--- config.mk ---
export PLATFORM = sky130hd
export DESIGN_NAME = mem_arbiter
export DESIGN_NICKNAME = d
export VERILOG_FILES = /design/src/rtl/mem_arbiter.sv
export SDC_FILE = /design/constraint.sdc
export NUM_CORES = 1
export LEC_CHECK = 0
export CAP_MARGIN = 20
export CORE_MARGIN = 4
export CORE_UTILIZATION = 37
export DETAILED_ROUTE_END_ITERATION = 8
export PLACE_DENSITY = 0.85
export SKIP_CTS_REPAIR_TIMING = 1
export SLEW_MARGIN = 20
export SYNTH_ARGS = -nofsm -noshare
export SYNTH_HDL_FRONTEND = slang
export SYNTH_SLANG_ARGS = --single-unit
--- constraint.sdc ---
create_clock -name clk -period 2.6 [get_ports clk]
set_input_delay 0.52 -clock clk [delete_from_list [all_inputs] [get_ports clk]]
set_output_delay 0.52 -clock clk [all_outputs]
set_load 0.05 [all_outputs]
--- src/rtl/mem_arbiter.sv ---
// Two-requester memory arbiter: instruction fetch vs memory stage, MEM priority,
// IF starvation guard, MEM lock for multi-word accesses, one-cycle read return.
module mem_arbiter #(
  parameter int unsigned WORD_LENGTH   = 16,
  parameter int unsigned ADDRESS_SPACE = 12,
  parameter int unsigned STARVE_LIMIT  = 3
) (
  input  logic                     clk,
  input  logic                     reset,
  input  logic                     if_req,
  input  logic [ADDRESS_SPACE-1:0] if_addr,
  output logic                     if_gnt,
  output logic                     if_rvalid,
  output logic [WORD_LENGTH-1:0]   if_rdata,
  input  logic                     mem_req,
  input  logic                     mem_we,
  input  logic                     mem_lock,
  input  logic [ADDRESS_SPACE-1:0] mem_addr,
  input  logic [WORD_LENGTH-1:0]   mem_wdata,
  output logic                     mem_gnt,
  output logic                     mem_rvalid,
  output logic [WORD_LENGTH-1:0]   mem_rdata,
  output logic                     m_en,
  output logic                     m_rw,
  output logic [ADDRESS_SPACE-1:0] m_addr,
  output logic [WORD_LENGTH-1:0]   m_wdata,
  input  logic [WORD_LENGTH-1:0]   m_rdata
);

  localparam int unsigned SW = (STARVE_LIMIT < 1) ? 1 : $clog2(STARVE_LIMIT + 1);

  localparam logic [1:0] IDLE    = 2'd0;
  localparam logic [1:0] OWN_MEM = 2'd1;
  localparam logic [1:0] OWN_IF  = 2'd2;
  localparam logic [1:0] LOCKED  = 2'd3;

  logic [1:0]             state, state_nxt;
  logic [SW-1:0]          starve_cnt, starve_nxt;
  logic                   forced;
  logic                   if_pend, mem_pend;
  logic [WORD_LENGTH-1:0] if_hold, mem_hold;

  assign forced = (starve_cnt == SW'(STARVE_LIMIT));

  // State, starvation counter, pending-read flags and held read data
  always_ff @(posedge clk) begin
    if (reset) begin
      state      <= IDLE;
      starve_cnt <= '0;
      if_pend    <= 1'b0;
      mem_pend   <= 1'b0;
      if_hold    <= '0;
      mem_hold   <= '0;
    end else begin
      state      <= state_nxt;
      starve_cnt <= starve_nxt;
      if_pend    <= if_gnt;
      mem_pend   <= mem_gnt & ~mem_we;
      if (if_pend)  if_hold  <= m_rdata;
      if (mem_pend) mem_hold <= m_rdata;
    end
  end

  // Grant decision, next owner, starvation update and memory-side mux
  always_comb begin
    if_gnt     = 1'b0;
    mem_gnt    = 1'b0;
    state_nxt  = IDLE;
    starve_nxt = '0;
    m_rw       = 1'b0;
    m_addr     = '0;
    m_wdata    = '0;
    if (!reset) begin
      if (state == LOCKED) begin
        mem_gnt = mem_req;
      end else if (if_req && mem_req) begin
        if (forced) if_gnt  = 1'b1;
        else        mem_gnt = 1'b1;
      end else begin
        if_gnt  = if_req;
        mem_gnt = mem_req;
      end

      if (mem_gnt)     state_nxt = mem_lock ? LOCKED : OWN_MEM;
      else if (if_gnt) state_nxt = OWN_IF;

      if (if_req && !if_gnt) starve_nxt = forced ? starve_cnt : starve_cnt + SW'(1);

      if (if_gnt) begin
        m_rw   = 1'b1;
        m_addr = if_addr;
      end else if (mem_gnt) begin
        m_rw    = ~mem_we;
        m_addr  = mem_addr;
        m_wdata = mem_wdata;
      end
    end
    m_en = if_gnt | mem_gnt;
  end

  // Read data returns in the cycle after the grant; a reset cancels it
  assign if_rvalid  = if_pend & ~reset;
  assign mem_rvalid = mem_pend & ~reset;
  assign if_rdata   = reset ? '0 : (if_pend ? m_rdata : if_hold);
  assign mem_rdata  = reset ? '0 : (mem_pend ? m_rdata : mem_hold);

endmodule

==> results.toml <==
[outcome]
status = "completed"

[setup_path]
critical_path_required_ps = 2080
reg2reg_depth = 5
crit_buf_inv = 3
cp.depth = 6
r2r-end = "starve_cnt[0]"
endpoint_kind = "output pin"
r2r-start = "starve_cnt[0]"
ff2ff_setup_slack_ps = 1100
cp_common_cell = "buf_12"
crit_path_max_fanout = 18
cp_slowest_cell = "clkdlybuf4s50_1"
path_class = "input pin to output pin"
cp.arrival_ps = 1980
crit_family = "buffers and inverters"
slowest_delay_ps = 510
worstSetupEndpoint = "m_addr[11]"
critPathLaunch = "if_req"
cp-start-kind = "input pin"
path_cells = "clkdlybuf4s50_1 > a21boi_2 > nand2b_1 > buf_12 > a31o_2 > buf_12"

[placement]
dp_worst_setup_slack_ps = -59.2
dpl.hpwl_um = 4400
globalplace.congestion = 0.736
port_buffers = 127
postPlaceCellArea_um2 = 3580
dp.cells = 370

[worst_hold_path]
min_path_type = "flop to flop"
worstHoldStart = "if_hold[15]"

[floorplan]
start_util_pct = 38.0
die_w_um = 77.7
dieHeight_um = 77.7
rows = 25
ios = 128
core_region_area_um2 = 4720
die_area_um2 = 6030

[yosys]
synth_top_family_by_area = "simple AND/OR/NAND/NOR gates"
yosys-top-cells-area = "dfxtp_1, mux2i_1, nor2_1"
synth-simple-area-share_pct = 22.1
synth_top_cell_area_share_pct = 42.3
synth-seq-area-share_pct = 42.3
synth_xor_area_share_pct = 0.487
yosysWarnings = 0
syn_inst = 184
synth_seq_cells = 38
synth_nets = 248
synth.mux.area_fraction_pct = 18.4
synth_fa_ha_area_share_pct = 1.39
synth_area_um2 = 1800
synth_compound_area_share_pct = 10.0
synth_area_per_cell_um2 = 9.76
synth_cell_types = 28
yosys.area.top_type = "dfxtp_1"

[finish]
fin_area_um2 = 3750
final_cell_count_no_fill = 383
mostFrequentLayoutCell = "clkdlybuf4s50_1"
utilization_pct = 79.4
layout.nets = 379
area_growth_pct = 109
drive_above_1_share_pct = 31.3
final_cell_mix = "clkdlybuf4s50_1, buf_12, dfxtp_1"
fill_cells = 283
num_antenna_cells = 0

[sta]
fin_tns_setup_ps = 0
hold_slack_ps = 524
setup-violations-final = 0
drv_slew = 0
fmax_ghz = 0.400
slew_headroom_pct = 78.0
period_needed_ps = 2500
setup_ws_ps = 101
fin_skew_ps = 2.84
timing_worst_slew_pin_value_ps = 330
hold_viol = 0
post-route-period-util_pct = 96.1

[global_routing]
grt_first_pass_wirelength_um = 8940
grt_max_degree = 31
antenna_found_initial = 0
grt_pass1_vias = 1884
grt.total_usage_pct = 18.3
gr-total-overflow = 0

[routing]
drc_errors = 0
avgRoutedWirePerCell_um = 14.8
vias = 1796
routed_wl_um = 5650
drt_iter0_drc = 46
drtAntennaViolNets = 0
viasPerCell = 4.69
drt_pre_antenna_iters = 4

[clock_tree]
clk_pin_slew_ps = 70
clk_latency_ps = 280
root_buffer = "clkbuf_8"
htree_levels = 2
cts_made_buffers = 5
cts.sinks = 38
cts_buffer_depth = 2
cts_tree = "done"

[pwr]
vdd_drop_max_v = 0.000212
power_leakage_nw = 1.49
powerDensity_nw_per_um2 = 418
finalPower_mw = 1.57

[run]
maxCapViolations = 0
-- state kept, by name, summed over array words and instances (netlist names) --
register,cells
if_hold,16
if_pend,1
mem_hold,16
mem_pend,1
starve_cnt,2
state,2
-- power by group --
group | switching, mW | internal, mW | leakage, nW
Combinational | 0.274 | 0.275 | 1.13
Sequential | 0.00742 | 0.603 | 0.309
Clock | 0.193 | 0.214 | 0.0482
Total | 0.475 | 1.09 | 1.49
-- Yosys cell counts --
library cell,n
o21bai_1,1
o211ai_1,1
nor2b_1,2
a21o_1,1
a21oi_1,1
o2bb2ai_1,1
ha_1,2
buf_6,1
nand2b_1,2
buf_1,3
a31o_2,2
a21oi_2,2
nor2_1,34
nor2b_2,1
a31o_1,10
and2_1,17
buf_4,2
a21bo_2,1
and4b_1,1
buf_2,10
nor4bb_1,1
a21boi_2,1
nor4b_1,12
dfxtp_1,38
xnor2_1,1
nand2_1,1
inv_1,2
mux2i_1,33
-- worst min-delay path by stage --
stage                     slack [ps]  cells past startpoint             to
after floorplan                  530                      2  starve_cnt[1]
after global routing             540                      2     if_hold[0]
after global placement           490                      2    if_hold[13]
final                            520                      2    if_hold[15]
after CTS                        530                      2    if_hold[15]
after detailed placement         510                      2    if_hold[15]
-- area by class of cell --
| cell class | count | area [um2] | share of cell area, % |
|---|---|---|---|
| well taps | 67 | 83.8 | 2.23 |
| repair buffers | 140 | 1820 | 48.6 |
| multi-input cells | 128 | 983 | 26.2 |
| clock inverters | 1 | 5.00 | 0.133 |
| clock buffers | 7 | 86.3 | 2.30 |
| flip-flops and latches | 38 | 761 | 20.3 |
| inverters | 2 | 7.51 | 0.200 |
-- logic make-up (layout without fill, tap and decap cells) --
family	after synthesis	after routing
flip-flops	38	38
buffers and inverters	18	150
multiplexers	33	33
adder cells (fa/ha/maj)	2	2
XOR/XNOR	1	1
AO/OA/AOI/OAI	21	21
AND/OR/NAND/NOR	71	71
-- metal layers --
metal | routed length, um | vias up | GRT usage [%]
li1 | - | 897 | -
met2 | 2860 | 80 | 31.5
met4 | 53 | 0 | 4.98
met1 | 2270 | 813 | 21.6
met3 | 470 | 6 | 6.15
met5 | 0 | - | 0
-- worst min-delay path, delay by kind of cell (launching register included) --
| kind | cells | cell delay [ps] |
|---|---|---|
| and+or+nand+nor | 1 | 120 |
| DFF | 1 | 310 |
| muxes | 1 | 60 |
No activity file was read; power rests on OpenSTA's default activity.
